--- src/rtl/mem_access_unit.sv ---
// rtl/mem_access_unit.sv - M-stage load/store bus initiator with alignment, range and timeout exceptions
module mem_access_unit #(
    parameter logic [31:0] ADDR_LIMIT     = 32'h0000_2FFF,
    parameter int          TIMEOUT_CYCLES = 255
) (
    input  logic        clk,
    input  logic        reset,
    input  logic        req_valid,
    input  logic        req_we,
    input  logic [1:0]  req_width,
    input  logic        req_sign,
    input  logic [31:0] req_addr,
    input  logic [31:0] req_wdata,
    output logic        req_stall,
    output logic        done,
    output logic [31:0] rdata,
    output logic [4:0]  exc_code,
    output logic        bus_req,
    output logic        bus_we,
    output logic [31:0] bus_addr,
    output logic [3:0]  bus_byteen,
    output logic [31:0] bus_wdata,
    input  logic        bus_ack,
    input  logic [31:0] bus_rdata
);

    typedef enum logic [1:0] {IDLE, BUS, RESP} state_t;

    localparam logic [7:0] TO_LAST = 8'(TIMEOUT_CYCLES - 1);
    localparam logic [4:0] EXC_ADEL = 5'd4;
    localparam logic [4:0] EXC_ADES = 5'd5;
    localparam logic [4:0] EXC_DBE  = 5'd7;

    state_t      state;
    logic [7:0]  cnt;
    logic [1:0]  op_width;
    logic        op_sign;
    logic [1:0]  op_lane;

    logic        illegal;
    logic [3:0]  be_next;
    logic [31:0] wd_next;
    logic [15:0] lane_h;
    logic [7:0]  lane_b;
    logic [31:0] ext_data;

    always_comb begin
        illegal = 1'b0;
        be_next = 4'b0000;
        wd_next = req_wdata;
        case (req_width)
            2'd0: begin
                illegal = (req_addr[1:0] != 2'b00);
                be_next = 4'b1111;
            end
            2'd1: begin
                illegal = req_addr[0];
                be_next = req_addr[1] ? 4'b1100 : 4'b0011;
                wd_next = {2{req_wdata[15:0]}};
            end
            2'd2: begin
                be_next = 4'b0001 << req_addr[1:0];
                wd_next = {4{req_wdata[7:0]}};
            end
            default: illegal = 1'b1;
        endcase
        if (req_addr > ADDR_LIMIT)
            illegal = 1'b1;
    end

    // Lane selection uses the address captured at acceptance, not the live request.
    always_comb begin
        lane_h   = op_lane[1] ? bus_rdata[31:16] : bus_rdata[15:0];
        lane_b   = bus_rdata[{op_lane, 3'b000} +: 8];
        ext_data = bus_rdata;
        case (op_width)
            2'd1:    ext_data = {{16{op_sign & lane_h[15]}}, lane_h};
            2'd2:    ext_data = {{24{op_sign & lane_b[7]}}, lane_b};
            default: ext_data = bus_rdata;
        endcase
    end

    assign req_stall = req_valid & ~done;

    always_ff @(posedge clk) begin
        if (reset) begin
            state      <= IDLE;
            cnt        <= 8'd0;
            op_width   <= 2'd0;
            op_sign    <= 1'b0;
            op_lane    <= 2'd0;
            done       <= 1'b0;
            rdata      <= 32'd0;
            exc_code   <= 5'd0;
            bus_req    <= 1'b0;
            bus_we     <= 1'b0;
            bus_addr   <= 32'd0;
            bus_byteen <= 4'd0;
            bus_wdata  <= 32'd0;
        end else begin
            case (state)
                IDLE: begin
                    if (req_valid) begin
                        if (illegal) begin
                            exc_code <= req_we ? EXC_ADES : EXC_ADEL;
                            done     <= 1'b1;
                            state    <= RESP;
                        end else begin
                            op_width   <= req_width;
                            op_sign    <= req_sign;
                            op_lane    <= req_addr[1:0];
                            bus_we     <= req_we;
                            bus_addr   <= {req_addr[31:2], 2'b00};
                            bus_byteen <= be_next;
                            bus_wdata  <= wd_next;
                            bus_req    <= 1'b1;
                            cnt        <= 8'd0;
                            state      <= BUS;
                        end
                    end
                end
                BUS: begin
                    // An ack on the final timeout cycle still completes normally.
                    if (bus_ack) begin
                        bus_req  <= 1'b0;
                        if (!bus_we)
                            rdata <= ext_data;
                        exc_code <= 5'd0;
                        done     <= 1'b1;
                        state    <= RESP;
                    end else if (cnt == TO_LAST) begin
                        bus_req  <= 1'b0;
                        exc_code <= EXC_DBE;
                        done     <= 1'b1;
                        state    <= RESP;
                    end else begin
                        cnt <= cnt + 8'd1;
                    end
                end
                default: begin
                    done     <= 1'b0;
                    exc_code <= 5'd0;
                    state    <= IDLE;
                end
            endcase
        end
    end

endmodule

--- config.mk ---
export PLATFORM = sky130hd
export DESIGN_NAME = mem_access_unit
export DESIGN_NICKNAME = d
export VERILOG_FILES = /design/src/rtl/mem_access_unit.sv
export SDC_FILE = /design/constraint.sdc
export NUM_CORES = 1
export LEC_CHECK = 0
export BUFFER_PORTS_ARGS = -buffer_cell sky130_fd_sc_hd__buf_4
export CAP_MARGIN = 20
export CORE_ASPECT_RATIO = 0.5
export CORE_UTILIZATION = 24
export DETAILED_ROUTE_END_ITERATION = 10
export PLACE_DENSITY = 0.45
export SLEW_MARGIN = 25
export SYNTH_ARGS = -nofsm -noshare
export SYNTH_HDL_FRONTEND = slang
export SYNTH_SLANG_ARGS = --single-unit
--- constraint.sdc ---
create_clock -name clk -period 2.5 [get_ports clk]
set_input_delay 0.125 -clock clk [delete_from_list [all_inputs] [get_ports clk]]
set_output_delay 0.125 -clock clk [all_outputs]
set_load 0.02 [all_outputs]
After elaboration in Yosys (flattened, before gate mapping)
Index checks and enable logic that the tools add are counted.

Register bits: 121. Input port bits: 104. Output and inout port bits: 109. Word-level logic and storage cells: 78.

$add $sub $neg: 1. Order comparisons: 1. Equality and inequality tests: 12. Shifts and indexed selects: 2. Mux-type cells: 33. Bitwise logic cells: 6. Reductions and logical operators: 10.

Operators with widths (number): 32-bit case mux with 2 select lines (2); 32-bit by 14-bit greater-than comparator with 1-bit output, second input constant (1); 8-bit two-way mux (4); 32-bit by 6-bit indexed part select with 8-bit output (1); 5-bit two-way mux (4); 16-bit two-way mux (1); 8-bit case mux with 2 select lines (1); 4-bit case mux with 3 select lines (1); 1-bit two-way mux (10); 2-bit != test, second input constant (5); 5-bit case mux with 2 select lines (1); 3-bit AND reduction (3); 8-bit by 1-bit adder with 8-bit output, second input constant (1); 8-bit == test, second input constant (1); 2-bit two-way mux (4); 2-bit by 1-bit == test with 1-bit output, second input constant (3); 5-bit AND reduction (1); 2-bit == test, second input constant (2); 2-bit zero test (2); 4-bit two-way mux (1); 1-bit case mux with 2 select lines (2); 2-bit case mux with 2 select lines (1); 4-bit AND reduction (1); 2-bit nonzero test (2); 6 further kinds (10).

Depth between registers and ports, before layout
Gate-level depths: netlist of run 1.

Depth after elaboration: 6. Gate-level depth with buffers: 9. Mapped depth without buffers: 7.

Worst setup path after synthesis of run 1
Ideal clock, no wire load.

Path type: register to register. Start point: reg op_width[0]. End point: reg rdata[20]. Library setup time: 0.134 ns. Arrival time: 1.673 ns. Required time: 2.366 ns. Slack: 0.693 ns. Cell stages (with the launch flop): 8. Buffers on the path: 2. Clock period less this slack: 1.807 ns. Cells stage by stage: dfxtp_1 > inv_1 > ha_1 > clkbuf_1 > inv_1 > a31oi_4 > buf_2 > a211oi_1.

Word-level cells in the longest chain between the ends: 2. Elaborated cells between the ends (all ways): 3. Classes of those cells: eq/ne (2); mux (1).

Ends and longest elaborated chain: from (decl) (line 36) `logic [1:0] op_width;`; from (signal assigned) (line 109) `op_width <= req_width;`; 2-bit == test / 2-bit by 1-bit == test with 1-bit output (equally long branches) (line 76) `case (op_width)`; 32-bit case mux with 2 select lines (*) (line 76); to (signal assigned) (line 127) `rdata <= ext_data;`; to (decl) (line 16) `output logic [31:0] rdata,`.

Every way passes the cells marked *; elsewhere a longest branch is shown, timed or not. A chain may end at the register's enable or synchronous reset.

Worst setup path in the final report of run 1
Start point: in req_width[1]. End point: reg bus_wdata[13].

Word-level cells in the longest chain between the ends: 5. Elaborated cells between the ends (all ways): 8. Classes of those cells: eq/ne (2); mux (3); bitwise (1); reduce/logical (2).

Ends and longest elaborated chain: from (decl) (line 10) `input logic [1:0] req_width,`; 2-bit == test, or another cell as far along (line 51) `case (req_width)`; 1-bit case mux with 3 select lines (line 51); 1-bit two-way mux (line 67) `if (req_addr > ADDR_LIMIT)`; 1-bit inverter (no source line); 3-bit AND reduction (no source line); to (signal assigned) (line 115) `bus_wdata <= wd_next;`; to (decl) (line 22) `output logic [31:0] bus_wdata,`.

Several ways; a longest one is shown, not always the timed one.

==> metrics.txt, run 1 <==
Sw Share 24.00%; nets@finish 955; ranking of synthesized cells by area dfxtp_1 45%, mux2i_1 5.5%, nor2_1 5.4%; Mapped Cells 586; clock sink total 119; Max Cap Viol 0; CTS Buf Count 17; min cycle time layout 2238 ps; maximum root-to-sink buffer count 2; Clock Power Share 49.4%; Post-Place Cells 1,054; Clock Latency Late Sink 410 ps; clock root buffer clkbuf_16; Antenna Cells 0; Reg clk slew, reported paths 60 ps; Core Area 21,060 um2; pwr/cell area 586.3 nW/um2; WL final 17,800 um; WP data required 2830 ps; # fillers 2,134; Die Height 107.0 um; EDFF count, synth 0; Mean Syn Cell Area 9.023 um2; Max rail drop VDD 0.3850 mV; Max Clk Rate 446.9 MHz; final worst path period share 89.51%; WS Path Type in2reg; iteration count of the initial detailed-routing pass 7; Ys Warns 0; Most used DFF post-synth dfxtp_1; Slew Limit Headroom 42.24%; DP HPWL 12,770 um; status completed; IO Port Bufs 208; final instance area 8330 um2; DP Area 7126 um2; Starting Density 25.10%; RSZ-0062 raised after global routing false; hold crit path type in2reg; via count 5,063; worst-path maximum fanout 23; crit path cell chain dlygate4sd3_1, buf_4, inv_1, ha_1, a22oi_1, nand4_1, nor4_4, buf_4, buf_4, o211ai_1, o21ai_0; slowest stage delay, CP 530 ps; non-filler instance count after layout 1,148; fin. max-slew vios 0; CTS tree done; GRT Total Usage 16.12%; Critical Path Source Type input pin; NetSw 1172 uW; slowest stage cell on the critical path dlygate4sd3_1; setup_tns 0 ps; Distinct cells, synth 48; Commonest cells post-synth 119 x dfxtp_1, 76 x nor2_1, 39 x nand2_1, 31 x a211oi_1, 31 x clkbuf_1; crit-path most repeated cell buf_4; Residual DRC 0; area grow syn2layout 57.55%; Leak 0.003327 uW; GP Congestion 0.7443; Synth Register Bits 119; Gate power share 10.7%; largest net degree at the start of global routing 64; total power 4884 uW; DRT iter0 DRCs 137; initial antenna violation count 0; WL per Instance 15.51 um; vias in the first global route 5,205; Die X 211.9 um; CP delay by family, top buffers and inverters; area of the multi-input gates 2636 um2; H-tree levels 4; sequential fraction of the synthesis area 45.05%; measured slew at the worst slew-check pin 863.2 ps; register area 2382 um2; Core Rows 37; sequential fraction of design power 39.8%; share of layout cells above drive strength 1 32.24%; ANT nets after route 0; internal power 3712 uW; first-pass GRT wire length 28,120 um; Critical Path End Type flop; Max Clock Skew 8.215 ps; Synth Cell Area 5288 um2; count leader, synth dfxtp_1; area of the die 22,660 um2; Async SR Flop Fraction 0%; vias per inst 4.410; Worst Path Buf+Inv 5; top cell type by total area after synthesis dfxtp_1; final hold vios 0; final setup vio count 0; critical path arrival 2570 ps; GRT overflow 0; Top Ports 213; share of Yosys cell area claimed by the top area cell type 45.05%
==> worst reg2reg max path, cell delays in order (launching register included) <==
cell and delay (ps):
dfxtp_1 400, inv_2 110, or4b_1 680, buf_4 260
or3_1 320, o21ai_1 90, a211oi_1 60
==> power groups by stage <==
stage,registers [uW],logic [uW],clock network [uW]
finish,1950,524,2410
global route,1950,574,2590
CTS,1950,532,2490
detailed placement,1990,451,0
global placement,1990,450,0
floorplan,2010,182,0
==> cell type report <==
class                           instances  area share (%)
Inverter                               12          0.5407
Sequential cell                       119           28.60
Tap cell                              292           4.386
Timing Repair Buffer                  283           27.82
Clock inverter                         12           1.532
Multi-Input combinational cell        410           31.65
Clock buffer                           20           5.482
==> metal layers <==
layer  part of all wire [%]  track usage [%]  wire, um
met1                     47            20.03      8411
met4                   0.82            5.383       146
met5                      0                0         0
met2                     48            27.14      8612
met3                    3.5            4.130       632
==> path summary, 6_finish.rpt <==
check                           startpoint                         end  slack [ps]  cells past startpoint
setup / recovery              req_width[1]  bus_wdata[13]$_SDFFE_PP0P_         260                     11
hold / removal               req_wdata[20]  bus_wdata[20]$_SDFFE_PP0P_          20                      3
setup reg to reg     state[0]$_SDFFE_PP0P_      rdata[12]$_SDFFE_PP0P_         440                      6
hold reg to reg   exc_code[0]$_SDFFE_PP0P_    exc_code[0]$_SDFFE_PP0P_         460                      2
==> metrics by stage <==
stage	util (%)	worst slack [ps]	hold slack (ps)
4_1_cts	39.55	208.2	2.736
3_3_place_gp	33.83	387.7	357.4
5_1_grt	39.55	41.09	15.77
2_1_floorplan	-	693.2	270.5
6_report	39.55	262.3	23.94
3_5_place_dp	33.83	344.6	368.3
==> flip-flops by register name (all words and copies together) (netlist names), 2 cells and up <==
signal	flops
bus_addr	30
bus_byteen	4
bus_wdata	32
cnt	8
exc_code	3
op_lane	2
op_width	2
rdata	32
state	2
==> cell families (layout without fill, tap and decap cells) <==
kind of cell	after synthesis	after routing	synth area share, %
fa+ha+maj	8	8	1.893
simple gates	215	215	19.81
flops	119	119	45.05
buf+inv	60	327	5.632
compound gates	139	139	18.93
other cells	1	4	0.07092
mux	38	38	7.620
xor+xnor	6	6	0.9938
==> timing repair <==
| item | in CTS | in global routing |
|---|---|---|
| buffers inserted | 0 | 0 |
| hold endpoints to repair | 62 | 0 |
| gates resized for setup | 0 | 0 |
| hold buffers | 62 | 0 |
==> placed cells by master, fill, tap and decap left out, types with 2 or more instances in the layout <==
cell / n
o211ai_1: 23
xnor2_1: 4
o21ai_1: 10
clkinv_4: 2
a21oi_1: 21
inv_1: 11
nor2_1: 76
dfxtp_1: 119
nand4_1: 4
buf_12: 3
o32ai_1: 2
a22oi_1: 9
nand2_1: 39
a311oi_2: 8
clkinvlp_4: 4
dlygate4sd3_1: 62
or2_2: 2
nor3_1: 12
nand3_1: 14
nor4_1: 4
clkinv_2: 4
o21ai_0: 25
mux2_2: 8
nor2b_1: 3
mux2i_1: 29
xor2_1: 2
buf_4: 218
or3_1: 9
clkbuf_16: 17
bufinv_16: 2
a211oi_1: 31
and2_1: 21
o21a_1: 3
ha_1: 8
nand2b_1: 25
conb_1: 4
clkbuf_8: 2
(Power assumes the default switching activity.)
==> run 2: changes to the inputs <==
- RECOVER_POWER: default -> 50
==> metrics.txt, run 2 (synthesis results as in run 1) <==
H-tree levels 4 (unchanged); Starting Density 25.10% (unchanged); measured slew at the worst slew-check pin 861.3 ps (-1.860 ps); WP data required 2800 ps (-30 ps); nets@finish 955 (unchanged); hold crit path type in2reg; Setup Buffers After CTS 0 (unchanged); total power 4868 uW (-0.34%); pwr/cell area 613.3 nW/um2 (+4.6%); Slew Limit Headroom 42.37% (+0.12 points); IO Port Bufs 208 (unchanged); DP HPWL 12,770 um (unchanged); GP Congestion 0.7443 (unchanged); Post-Place Cells 1,054 (unchanged); met1 global-route usage 20.03% (unchanged); Critical Path End Type flop; final hold vios 0 (unchanged); status completed; Residual DRC 0 (unchanged); DRT iter0 DRCs 173 (+26%); area of the die 22,660 um2 (unchanged); met2 usage 27.14% (unchanged); GRT Total Usage 16.12% (unchanged); Die X 211.9 um (unchanged); min cycle time layout 2230 ps (-8.152 ps); via count 5,099 (+0.71%); setup_tns 0 ps (unchanged); WL final 17,830 um (+0.17%); Clock Latency Late Sink 420 ps (about the same); vias in the first global route 5,205 (unchanged); Max Clk Rate 448.5 MHz (+0.37%); CTS Buf Count 17 (unchanged); Max Cap Viol 0 (unchanged); met3 usage 4.130% (unchanged); final worst path period share 89.18% (-0.33 points); ANT nets after route 0 (unchanged); Die Height 107.0 um (unchanged); share of layout cells above drive strength 1 19.86% (-12 points); final setup vio count 0 (unchanged); commonest non-fill, non-tap cell in the layout dfxtp_1; CTS tree done; dpl ws 344.6 ps (unchanged); Max Clock Skew 11.15 ps (+2.934 ps); fin. max-slew vios 0 (unchanged); Antenna Cells 0 (unchanged); Top Ports 213 (unchanged); Core Area 21,060 um2 (unchanged); initial antenna violation count 0 (unchanged); Critical Path Source Type input pin; WS Path Type in2reg; maximum root-to-sink buffer count 2 (unchanged); most frequent cells in the layout 119 x dfxtp_1, 113 x buf_4, 106 x clkbuf_1, 76 x nor2_1, 62 x dlygate4sd3_1; gr busiest metal met2; slowest stage delay, CP 530 ps (about the same); largest net degree at the start of global routing 64 (unchanged); critical path arrival 2530 ps (-40 ps); non-filler instance count after layout 1,148 (unchanged); crit path cell chain dlygate4sd3_1, buf_4, inv_1, ha_1, a22oi_1, nand4_1, nor4_4, buf_4, nor2_1, and2_1; Core Rows 37 (unchanged); biggest regs bus_wdata: 32 flops, rdata: 32 flops, bus_addr: 30 flops; WL per Instance 15.53 um (+0.17%); Worst Path Buf+Inv 4 (-1); crit-path most repeated cell buf_4; RSZ-0062 raised after global routing false; # fillers 2,244 (+5.2%); GRT overflow 0 (unchanged); final setup margin 270.4 ps (+8.152 ps); iteration count of the initial detailed-routing pass 6 (-1); slowest stage cell on the critical path dlygate4sd3_1; CP delay by family, top simple AND/OR/NAND/NOR gates; Leak 0.002881 uW (-13%); vias per inst 4.442 (+0.71%); Max rail drop VDD 0.3861 mV (+0.28%); first-pass GRT wire length 28,120 um (unchanged); Reg clk slew, reported paths 50 ps (about the same); area grow syn2layout 50.09%; worst-path maximum fanout 18 (-22%); clock sink total 119 (unchanged); clock root buffer clkbuf_16
## run 2: cell types whose count changed in the layout (fill, tap and decap cells not counted)
cell      change
buf_4       -105
clkbuf_1    +105
inv_1         +1
inv_2         -1
## run 2: worst min-delay path: stages
cell	delay (ps)
buf_4	110
nand2b_1	70
a311oi_2	80
## run 2: worst paths after layout
check	startpoint	end	slack, ps	depth (start not counted)
setup / recovery	req_width[1]	bus_addr[19]$_SDFFE_PP0P_	270	10
hold reg to reg	bus_addr[22]$_SDFFE_PP0P_	bus_addr[22]$_SDFFE_PP0P_	460	1
setup reg to reg	state[0]$_SDFFE_PP0P_	rdata[12]$_SDFFE_PP0P_	390	6
hold / removal	req_wdata[20]	bus_wdata[20]$_SDFFE_PP0P_	20	3
## run 2: what timing repair did
item | in CTS | in global routing
hold buffers | 62 | 0
resized for setup | 0 | 0
hold endpoints to repair | 62 | 0
## run 2: metrics by stage
| stage | area [um2] | hold slack (ps) | util [%] |
|---|---|---|---|
| final | 7936 | 21.06 | 37.68 |
| after global routing | 7936 | 15.77 | 37.68 |
| after CTS | 8330 | 2.736 | 39.55 |
| after detailed placement | 7126 | 368.3 | 33.83 |
| after global placement | 7126 | 357.4 | 33.83 |
| after floorplan | 5299 | 270.5 | - |
## run 2: layout make-up
type | instances | area [um2] | area share, %
clock buffers | 20 | 456.7 | 5.754
inverters | 12 | 45.04 | 0.5676
repair buffers | 283 | 1923 | 24.23
clock inverters | 12 | 127.6 | 1.608
multi-input cells | 410 | 2636 | 33.22
well taps | 292 | 365.4 | 4.603
flip-flops and latches | 119 | 2382 | 30.02
## run 2: where the power goes
group | switching, uW | internal, uW
registers | 19.2 | 1930
clock network | 907 | 1510
logic | 252 | 252
total | 1180 | 3690
## run 2: layer usage
layer  part of all wire (%)  wire [um]  vias up
li1                       -          -     2579
met4                    1.3        225        0
met1                     47       8420     2395
met5                      0          0        -
met3                    3.7        668       16
met2                     48       8519      109
==> run 3: changes to the inputs <==
- REMOVE_ABC_BUFFERS: default -> 1
==> metrics.txt, run 3 (synthesis results as in run 1) <==
status completed; Worst Min Path Start req_wdata[23]; GP Congestion 0.7953 (+6.9%); worst-path maximum fanout 18 (unchanged); WL per Instance 14.98 um (-3.6%); final worst path period share 89.77% (+0.59 points); Max Clock Skew 6.683 ps (-4.467 ps); final hold vios 0 (unchanged); clock sink total 119 (unchanged); cell count of the worst hold path 3 (unchanged); r2r endpoint rdata[19]$_SDFFE_PP0P_; Max Cap Viol 0 (unchanged); nets@finish 954 (-0.10%); DRT iter0 DRCs 203 (+17%); DP HPWL 11,830 um (-7.4%); vias per inst 4.442 (about the same); maximum root-to-sink buffer count 2 (unchanged); min cycle time layout 2244 ps (+14.68 ps); initial antenna violation count 0 (unchanged); iteration count of the initial detailed-routing pass 4 (-2); post-CTS sizing 0 (unchanged); via count 5,090 (-0.18%); most frequent cells in the layout 119 x dfxtp_1, 115 x buf_4, 107 x clkbuf_1, 76 x nor2_1, 59 x dlygate4sd3_1; clock root buffer clkbuf_16; CTS tree done; largest net degree at the start of global routing 66 (+3.1%); commonest non-fill, non-tap cell in the layout dfxtp_1; path depth of the worst reg2reg path 5 (-1); final setup vio count 0 (unchanged); fin. max-slew vios 0 (unchanged); Critical Path Source Type flop; Slew Limit Headroom 32.10% (-10 points); biggest regs bus_wdata: 32 flops, rdata: 32 flops, bus_addr: 30 flops; pwr/cell area 606.7 nW/um2 (-1.1%); Reg clk slew, reported paths 50 ps (about the same); WS Path Type reg2reg; ANT nets after route 0 (unchanged); share of layout cells above drive strength 1 20.02% (+0.16 points); H-tree levels 4 (unchanged); Critical Path End Type flop; R2R setup slack 260 ps (-130 ps); first-pass GRT wire length 27,310 um (-2.9%); CTS Buf Count 17 (unchanged); area grow syn2layout 49.08%; RSZ-0062 raised after global routing false; fin util 37.42% (-0.26 points); GRT overflow 0 (unchanged); WP data required 2760 ps (-40 ps); Top Ports 213 (unchanged); measured slew at the worst slew-check pin 1008 ps (+146.6 ps); wire length on met3 549 um (-18%); Die X 211.9 um (unchanged); Setup Buffers After CTS 0 (unchanged); area of the die 22,660 um2 (unchanged); vias in the first global route 5,158 (-0.90%); cts hold-fix bufs 59 (-4.8%); WL final 17,170 um (-3.7%); final setup margin 255.8 ps (-14.68 ps); Die Height 107.0 um (unchanged); IO Port Bufs 208 (unchanged); Max Used Layer met4; Leak 0.002869 uW (-0.40%); Starting Density 25.10% (unchanged); Hold Path Sink bus_wdata[23]$_SDFFE_PP0P_; GRT Total Usage 15.46% (-0.67 points); Max Clk Rate 445.6 MHz (-0.65%); critical path arrival 2500 ps (-30 ps); Antenna Cells 0 (unchanged); Worst R2R Start state[0]$_SDFFE_PP0P_; Max rail drop VDD 0.3695 mV (-4.3%); Residual DRC 0 (unchanged); routed length on met1 8225 um (-2.3%); Core Area 21,060 um2 (unchanged); Clock Latency Late Sink 410 ps (about the same); hold crit path type in2reg; met2 wire length 8095 um (-5.0%); dpl ws 407.9 ps (+63.27 ps); Core Rows 37 (unchanged)
run 3: area by class of cell:
class | count | area [um2]
inverters | 12 | 45.04
multi-input cells | 410 | 2636
well taps | 292 | 365.4
repair buffers | 282 | 1893
clock inverters | 8 | 72.57
fillers | 2239 | 13180
clock buffers | 23 | 488.0
flip-flops and latches | 119 | 2382
run 3: how the worst max path moves through the flow:
stage / from / end / slack (ps)
2_1_floorplan: req_width[1] / bus_addr[14]$_SDFFE_PP0P_ / -4340
3_3_place_gp: req_width[1] / bus_addr[16]$_SDFFE_PP0P_ / 410
3_5_place_dp: req_width[1] / bus_addr[26]$_SDFFE_PP0P_ / 410
4_1_cts: req_width[0] / bus_addr[26]$_SDFFE_PP0P_ / 260
5_1_grt: op_width[0]$_SDFFE_PP0P_ / rdata[3]$_SDFFE_PP0P_ / 70
6_report: state[0]$_SDFFE_PP0P_ / rdata[19]$_SDFFE_PP0P_ / 260
run 3: layer usage:
metal  track usage (%)  vias to the layer above
met5                 0                        -
met1             19.71                     2389
met2             25.62                      103
met4             5.694                        0
li1                  -                     2577
met3             3.339                       21
run 3: where the power goes:
part	internal (uW)	total (uW)	switching, uW
clock	1460	2330	876
combinational	251	501	251
sequential	1930	1950	19.8
run 3: through the flow:
step / power, uW / cells / setup TNS, ps / area, um2 / hold slack, ps
5_1_grt: 4996 / 1146 / 0 / 7883 / 14.55
4_1_cts: 4883 / 1146 / 0 / 8279 / 4.411
3_3_place_gp: 2434 / 1056 / 0 / 7128 / 356.3
2_1_floorplan: 2162 / 541 / -296460 / 5046 / 192.9
6_report: 4782 / 1146 / 0 / 7883 / 23.73
3_5_place_dp: 2436 / 1056 / 0 / 7128 / 366.6
run 3: worst max-delay path, stage by stage, from the launching register on:
cell and delay (ps):
dfxtp_1 410, inv_2 110, or4b_1 510, clkbuf_2 310, a31oi_4 580, a211oi_1 160
